==> src/rtl/cpu_mem_bridge.sv <==
// Bridges the core's single-cycle SRAM-style port onto a valid/ready AXI-lite-style master.
// Stalls the pipeline until the bus transfer completes or times out.
module cpu_mem_bridge #(
  parameter int unsigned ADDR_W  = 32,
  parameter int unsigned DATA_W  = 32,
  parameter int unsigned TMO_CYC = 255
) (
  input  logic                i_clk,
  input  logic                i_rst_n,
  // cpu side
  input  logic                i_cpu_cs,
  input  logic [DATA_W/8-1:0] i_cpu_web,
  input  logic [ADDR_W-1:0]   i_cpu_addr,
  input  logic [DATA_W-1:0]   i_cpu_wdata,
  output logic [DATA_W-1:0]   o_cpu_rdata,
  output logic                o_cpu_stall,
  output logic                o_cpu_err,
  // read address / data
  output logic [ADDR_W-1:0]   o_araddr,
  output logic                o_arvalid,
  input  logic                i_arready,
  input  logic [DATA_W-1:0]   i_rdata,
  input  logic [1:0]          i_rresp,
  input  logic                i_rvalid,
  output logic                o_rready,
  // write address / data / response
  output logic [ADDR_W-1:0]   o_awaddr,
  output logic                o_awvalid,
  input  logic                i_awready,
  output logic [DATA_W-1:0]   o_wdata,
  output logic [DATA_W/8-1:0] o_wstrb,
  output logic                o_wvalid,
  input  logic                i_wready,
  input  logic [1:0]          i_bresp,
  input  logic                i_bvalid,
  output logic                o_bready
);

  localparam int unsigned STRB_W = DATA_W / 8;
  localparam int unsigned TMO_W  = (TMO_CYC < 2) ? 1 : $clog2(TMO_CYC);
  localparam logic [TMO_W-1:0] TMO_LIM = TMO_W'((TMO_CYC == 0) ? 0 : TMO_CYC - 1);

  typedef enum logic [2:0] {StIdle, StRdA, StRdD, StWr, StWrB, StDone} state_e;

  state_e              r_state, w_state_d;
  logic [DATA_W-1:0]   r_rdata, w_rdata_d;
  logic                r_err, w_err_d;
  logic [TMO_W-1:0]    r_tmo, w_tmo_d;
  logic                r_aw_done, w_aw_done_d;
  logic                r_w_done, w_w_done_d;
  logic [ADDR_W-1:0]   r_addr, w_addr_d;
  logic [DATA_W-1:0]   r_wdata, w_wdata_d;
  logic [STRB_W-1:0]   r_strb, w_strb_d;
  logic                w_busy;
  logic                w_tmo_hit;
  logic                w_aw_fin;
  logic                w_w_fin;

  assign w_busy    = (r_state != StIdle) && (r_state != StDone);
  assign w_tmo_hit = (TMO_CYC != 0) && (r_tmo == TMO_LIM);

  // Request fields are latched in IDLE so the bus sees stable values even if the cpu moves on.
  assign o_araddr    = {r_addr[ADDR_W-1:2], 2'b00};
  assign o_awaddr    = {r_addr[ADDR_W-1:2], 2'b00};
  assign o_wdata     = r_wdata;
  assign o_wstrb     = r_strb;
  assign o_cpu_rdata = r_rdata;

  always_comb begin
    w_state_d   = r_state;
    w_rdata_d   = r_rdata;
    w_err_d     = r_err;
    w_aw_done_d = r_aw_done;
    w_w_done_d  = r_w_done;
    w_addr_d    = r_addr;
    w_wdata_d   = r_wdata;
    w_strb_d    = r_strb;
    w_aw_fin    = 1'b0;
    w_w_fin     = 1'b0;
    o_arvalid   = 1'b0;
    o_rready    = 1'b0;
    o_awvalid   = 1'b0;
    o_wvalid    = 1'b0;
    o_bready    = 1'b0;
    o_cpu_err   = 1'b0;

    unique case (r_state)
      StIdle: begin
        if (i_cpu_cs) begin
          w_addr_d  = i_cpu_addr;
          w_wdata_d = i_cpu_wdata;
          w_strb_d  = ~i_cpu_web;
          w_err_d   = 1'b0;
          w_state_d = (&i_cpu_web) ? StRdA : StWr;
        end
      end
      StRdA: begin
        o_arvalid = 1'b1;
        if (i_arready) begin
          w_state_d = StRdD;
        end else if (w_tmo_hit) begin
          w_rdata_d = '0;
          w_err_d   = 1'b1;
          w_state_d = StDone;
        end
      end
      StRdD: begin
        o_rready = 1'b1;
        if (i_rvalid) begin
          w_rdata_d = i_rdata;
          w_err_d   = |i_rresp;
          w_state_d = StDone;
        end else if (w_tmo_hit) begin
          w_rdata_d = '0;
          w_err_d   = 1'b1;
          w_state_d = StDone;
        end
      end
      StWr: begin
        o_awvalid   = ~r_aw_done;
        o_wvalid    = ~r_w_done;
        w_aw_fin    = r_aw_done | i_awready;
        w_w_fin     = r_w_done | i_wready;
        w_aw_done_d = w_aw_fin;
        w_w_done_d  = w_w_fin;
        if (w_aw_fin && w_w_fin) begin
          w_state_d = StWrB;
        end else if (w_tmo_hit) begin
          w_rdata_d = '0;
          w_err_d   = 1'b1;
          w_state_d = StDone;
        end
      end
      StWrB: begin
        o_bready = 1'b1;
        if (i_bvalid) begin
          w_err_d   = |i_bresp;
          w_state_d = StDone;
        end else if (w_tmo_hit) begin
          w_rdata_d = '0;
          w_err_d   = 1'b1;
          w_state_d = StDone;
        end
      end
      StDone: begin
        o_cpu_err   = r_err;
        w_aw_done_d = 1'b0;
        w_w_done_d  = 1'b0;
        w_state_d   = StIdle;
      end
      default: w_state_d = StIdle;
    endcase

    // Counter restarts on every state change so each handshake gets its own budget.
    if (!w_busy || (w_state_d != r_state)) begin
      w_tmo_d = '0;
    end else begin
      w_tmo_d = r_tmo + TMO_W'(1);
    end
  end

  assign o_cpu_stall = i_rst_n & i_cpu_cs & (r_state != StDone);

  always_ff @(posedge i_clk or negedge i_rst_n) begin
    if (!i_rst_n) begin
      r_state   <= StIdle;
      r_rdata   <= '0;
      r_err     <= 1'b0;
      r_tmo     <= '0;
      r_aw_done <= 1'b0;
      r_w_done  <= 1'b0;
      r_addr    <= '0;
      r_wdata   <= '0;
      r_strb    <= '0;
    end else begin
      r_state   <= w_state_d;
      r_rdata   <= w_rdata_d;
      r_err     <= w_err_d;
      r_tmo     <= w_tmo_d;
      r_aw_done <= w_aw_done_d;
      r_w_done  <= w_w_done_d;
      r_addr    <= w_addr_d;
      r_wdata   <= w_wdata_d;
      r_strb    <= w_strb_d;
    end
  end

endmodule

==> config.mk <==
export PLATFORM = sky130hd
export DESIGN_NAME = cpu_mem_bridge
export DESIGN_NICKNAME = d
export VERILOG_FILES = /design/src/rtl/cpu_mem_bridge.sv
export SDC_FILE = /design/constraint.sdc
export NUM_CORES = 1
export LEC_CHECK = 0
export ABC_CLOCK_PERIOD_IN_PS = 2100
export CORE_UTILIZATION = 41
export CTS_BUF_LIST = sky130_fd_sc_hd__clkbuf_4
export DETAILED_ROUTE_END_ITERATION = 10
export PLACE_DENSITY = 0.88
export RECOVER_POWER = 25
export SLEW_MARGIN = 20
export SYNTH_ARGS = -nofsm -noshare
export SYNTH_HDL_FRONTEND = slang
export SYNTH_SLANG_ARGS = --single-unit
==> constraint.sdc <==
create_clock -name i_clk -period 2.1 [get_ports i_clk]
set_input_delay 0.21 -clock i_clk [delete_from_list [all_inputs] [get_ports i_clk]]
set_output_delay 0.21 -clock i_clk [all_outputs]
set_load 0.01 [all_outputs]
# Yosys cells after proc, flatten, opt, wreduce, memory -nomap -nowiden
# Cells that the tools add are included.
# W data, S select, Z words.
totals:
  regBits: 114
  output_inout_bits: 139
op_classes:
  addsub: 1
  n_eq_ne: 12
  n_mux: 30
  n_bitwise: 7
  reduce_logical: 15
op_table:
  columns: ["cell", "count"]
  rows:
  - ["$mux W32", 5]
  - ["$pmux W32 S4", 1]
  - ["$mux W3", 6]
  - ["$pmux W3 S5", 1]
  - ["$mux W1", 12]
  - ["$reduce_and A4 Y1", 3]
  - ["$add A8 B1 Y8 const B", 1]
  - ["$eq A8 B8 Y1 const B", 1]
  - ["$mux W8", 1]
  - ["$ne A2 B2 Y1 const B", 4]
  - ["$eq A3 B2 Y1 const B", 2]
  - ["$eq A3 B3 Y1 const B", 2]
  - ["$pmux W1 S5", 1]
  - ["$reduce_bool A5 Y1", 1]
  - ["$not A4 Y4", 1]
  - ["$pmux W1 S2", 2]
  - ["$reduce_bool A4 Y1", 1]
  - ["$reduce_or A2 Y1", 2]
  - ["$eq A3 B1 Y1 const B", 1]
  - ["$logic_not A3 Y1", 1]
  - ["$ne A3 B3 Y1", 1]
  - ["$ne A3 B3 Y1 const B", 1]
  - ["$reduce_bool A3 Y1", 1]
  - ["$and A1 B1 Y1", 2]
  - ["other kinds (8)", 11]

# Depth between registers and ports, before layout
logic_depth:
  word_depth: 7
  ltp_mapped: 9
  mapped_depth_nobuf: 7

# Worst setup path before layout
# No wires, ideal clock.
synth_timing:
  path_type: "flip-flop to flip-flop"
  from: "register r_state[1]"
  to: "register r_rdata[0] (netlist: o_cpu_rdata[0])"
  setup_time_ps: 121
  arrival_ps: 1657
  t_required_ps: 1979
  path_slack_ps: 322
  path_stages_with_launch: 9
  period_less_slack_ps: 1778
  cell_sequence: "dfrtp_1 buf_4 nor3b_4 and2_4 nor3_1 or2_1 buf_6 buf_6 a22o_1"
synth_between:
  elab_chain_len: 3
synth_lines:
  columns: ["element", "line", "source"]
  rows:
  - ["start: declaration", "45", "state_e r_state, w_state_d;"]
  - ["start signal: assignment", "166", "r_state <= StIdle;"]
  - ["start signal: assignment", "176", "r_state <= w_state_d;"]
  - ["$eq A3 B3 Y1 (tied with other cells)", "87", "unique case (r_state)"]
  - ["$reduce_bool A4 Y1 (no source line) / $ne A2 B2 Y1 (equally long branches)", null, null]
  - ["$reduce_and A4 Y1 (no source line)", null, null]
  - ["end signal: assignment", "177", "r_rdata <= w_rdata_d;"]
  - ["end: declaration", "46", "logic [DATA_W-1:0] r_rdata, w_rdata_d;"]
# Several ways; a longest one is shown, not always the timed one.
# A chain may end at the register's enable or synchronous reset.

# Worst setup path in the final report
layout_timing:
  from: "register r_tmo[0]"
  to: "register r_rdata[8] (netlist: o_cpu_rdata[8])"
layout_between:
  elab_chain_len: 4
layout_lines:
  columns: ["element", "line", "source"]
  rows:
  - ["start: declaration", "48", "logic [TMO_W-1:0] r_tmo, w_tmo_d;"]
  - ["start signal: assignment", "179", "r_tmo <= w_tmo_d;"]
  - ["$eq A8 B8 Y1 (*)", "60", "assign w_tmo_hit = (TMO_CYC != 0) && (r_tmo == TMO_LIM);"]
  - ["$mux W32 (*)", null, null]
  - ["$mux W32, on equally long branches", null, null]
  - ["$pmux W32 S4 (*)", null, null]
# Every way passes the cells marked *; elsewhere a longest branch is shown, timed or not. The select of a mux whose other input is x is not followed.

==> metrics <==
outcome completed; die height about 110 um; Commonest cells post-synth 195 x nand2_1, 112 x dfrtp_1, 35 x buf_4; EDFF count, synth 0; vias in the first global route between 4,000 and 5,000; worst-path fanout max 32; layout cell share with drive strength beyond 1 ~6.3%; Clock Sinks 112; Max VDD drop slightly below 1 mV; routed length per placed instance around 15 um; Core ar. approximately 11,000 um^2; CP Data Required Time between 2 and 2.5 ns; pwr/cell area 1391 nW/um^2; global route overflow 0; GP Congestion between 0.8 and 0.9; die area around 12,000 um^2; final hold vios 0; Final Cycle Share between 90% and 100%; CTS tree done; Mapped Area between 4000 and 5000 um^2; First-pass DRT Iterations 5; Routed Antenna Nets 0; initial core utilization between 40% and 50%; Avg Cell Area, Syn 9.845 um^2; io pins between 200 and 300; async set-reset flop share out of synthesis between 90% and 100%; Worst-path clk slew 0.17 ns; pin count of the biggest net entering global routing 65; kind of critical path reg2reg; Ys Warns 0; TNS Setup 0 ns; deepest clock path buffer count 2; FF-to-FF setup slack 0.13 ns; worst r2r src r_tmo[0]; clock skew between 0.02 and 0.03 ns; HPWL after DPL between 9000 and 10,000 um; MaxCap Viol Count 0; FP Rows 39; RSZ-0062 raised after global routing false; HP Start i_cpu_wdata[21]; Seq/Total Area, Yosys between 50% and 60%; CTS H-Tree Depth 3; FF+latch count, synth 112; worst min-delay path category in2reg; Critical Path AT ~2.3 ns; Num CTS Buffers 9; ANT cells 0; Mapped Cells 493; pre-CTS setup slack 0.08862 ns; area leader, netlist dfrtp_1; Distinct cells, synth 43; kind of end point of the critical path register; Startpoint Class register; gr usage total between 20% and 30%; Via-to-Cell Ratio a little under 5; main area contributors after synthesis dfrtp_1 58%, nand2_1 15%, a22o_1 6.1%, buf_4 5.4%, nor2_1 1.8%; area delta synth->final 52.54%; fin. max-slew vios 0; Tmin final about 2.0 ns; most frequent cell after synthesis nand2_1; Worst-Skew Late Latency 0.45 ns; Final setup viols 0; DRC 0; worst hold endpoint o_wdata[21]; Worst-Margin Slew roughly 1.4 ns; share of the synthesized area in the top cell type just under 60%; Nets 825; global-route wire length before repair about 21,000 um; Routed Wire Length 12,780 um; Max Freq ~500 MHz; relative slew slack 9.932%; hold path depth 3; starting DRC count in detailed routing 266; die width 110.8 um; CTS root buf clkbuf_4; worst r2r path cells 8; initial antenna violation count 0; DR vias 4,207; Port-buffer cells approximately 240; Reg-to-Reg End o_cpu_rdata[8]; Leakage roughly 3.5 nW; Top FF cell, synth dfrtp_1; setup ws final approximately 0.13 ns
## metal layers
layer	share of wire, %	global-route usage (%)
met1	40	24.81
met2	51	37.85
met3	5.3	3.609
met4	3.5	10.67
met5	0	0
## what timing repair did
item | 4_1_cts | 5_1_grt
hold buffers | 1 | 0
resized for setup | 12 | 0
hold endpoints to repair | 112 | 0
setup endpoints to repair | 7 | 5
pin swaps | 0 | 1
setup buffers | 4 | 1
## how the worst max path moves through the flow
stage                     from        endpoint  slack (ns)  cells past startpoint
global placement      i_cpu_cs      r_addr[18]        0.14                      5
floorplan           r_state[1]  o_cpu_rdata[0]        0.32                      8
global route          r_tmo[0]  o_cpu_rdata[8]        0.03                      8
CTS                   r_tmo[0]  o_cpu_rdata[8]        0.11                      8
finish                r_tmo[0]  o_cpu_rdata[8]        0.13                      8
detailed placement    i_cpu_cs     o_wdata[29]        0.09                      5
## power by group
group / switching, mW / internal [mW]
sequential: 0.646 / 3.13
clock: 0.653 / 0.271
combinational: 2.42 / 3.18
## cells in the final DEF, fill, tap and decap left out, drive strengths merged, types with 4 or more instances in the layout
master / Yosys / final
a21oi: 7 / 7
o21ai: 9 / 9
clkinv: 0 / 4
dlygate4sd2: 0 / 7
nand3: 4 / 4
a22o: 34 / 34
nor2: 23 / 23
xnor2: 4 / 4
conb: 1 / 4
clkdlybuf4s50: 0 / 236
inv: 3 / 4
nor2b: 4 / 4
clkbuf: 6 / 13
dfrtp: 112 / 112
buf: 54 / 18
nand2: 195 / 195
## cell type report
cell class	count	area (um^2)
inverters	3	11.26
well taps	143	178.9
clock inverters	5	31.28
flip-flops and latches	112	2805
clock buffers	11	82.58
fillers	911	4064
repair buffers	264	2638
multi-input cells	321	1657
## cells by family after synthesis
logic type	count (synthesis)	share of synthesized area, %
xor gates and xnor gates	6	1.083
DFF	112	57.75
buffers and inverters	63	8.584
AOI/OAI and AO/OA	63	10.49
adders and majority gates	2	0.5155
other	1	0.07727
muxes	1	0.2062
and+or+nand+nor	245	21.29
## worst max-delay path, cell delays in order (launching register included)
cell and delay (ns):
dfrtp_1 0.45, inv_1 0.08, ha_1 0.15, nand3_1 0.14, nor2_1 0.31, o21ai_1 0.12
or2_1 0.25, buf_12 0.18, a22o_1 0.22
## per-stage QoR
step                hold WS (ns)  std cells  power, mW  cell area [um^2]  util (%)
floorplan               -0.08559        496      6.429              4865         -
detailed placement        0.3990        837      9.363              7244     63.18
finish                    0.2671        859      10.30              7403     64.56
CTS                       0.2237        858      10.38              7405     64.57
global route              0.2462        859      10.98              7403     64.56
global placement          0.3985        837      9.156              7244     63.18
## state kept, by name (all words and copies together), names as in the netlist
signal       count
o_cpu_rdata     32
r_state          3
o_wstrb          4
r_aw_done        1
r_err            1
r_tmo            8
o_wdata         32
r_addr          30
r_w_done         1
(Power assumes the default switching activity.)
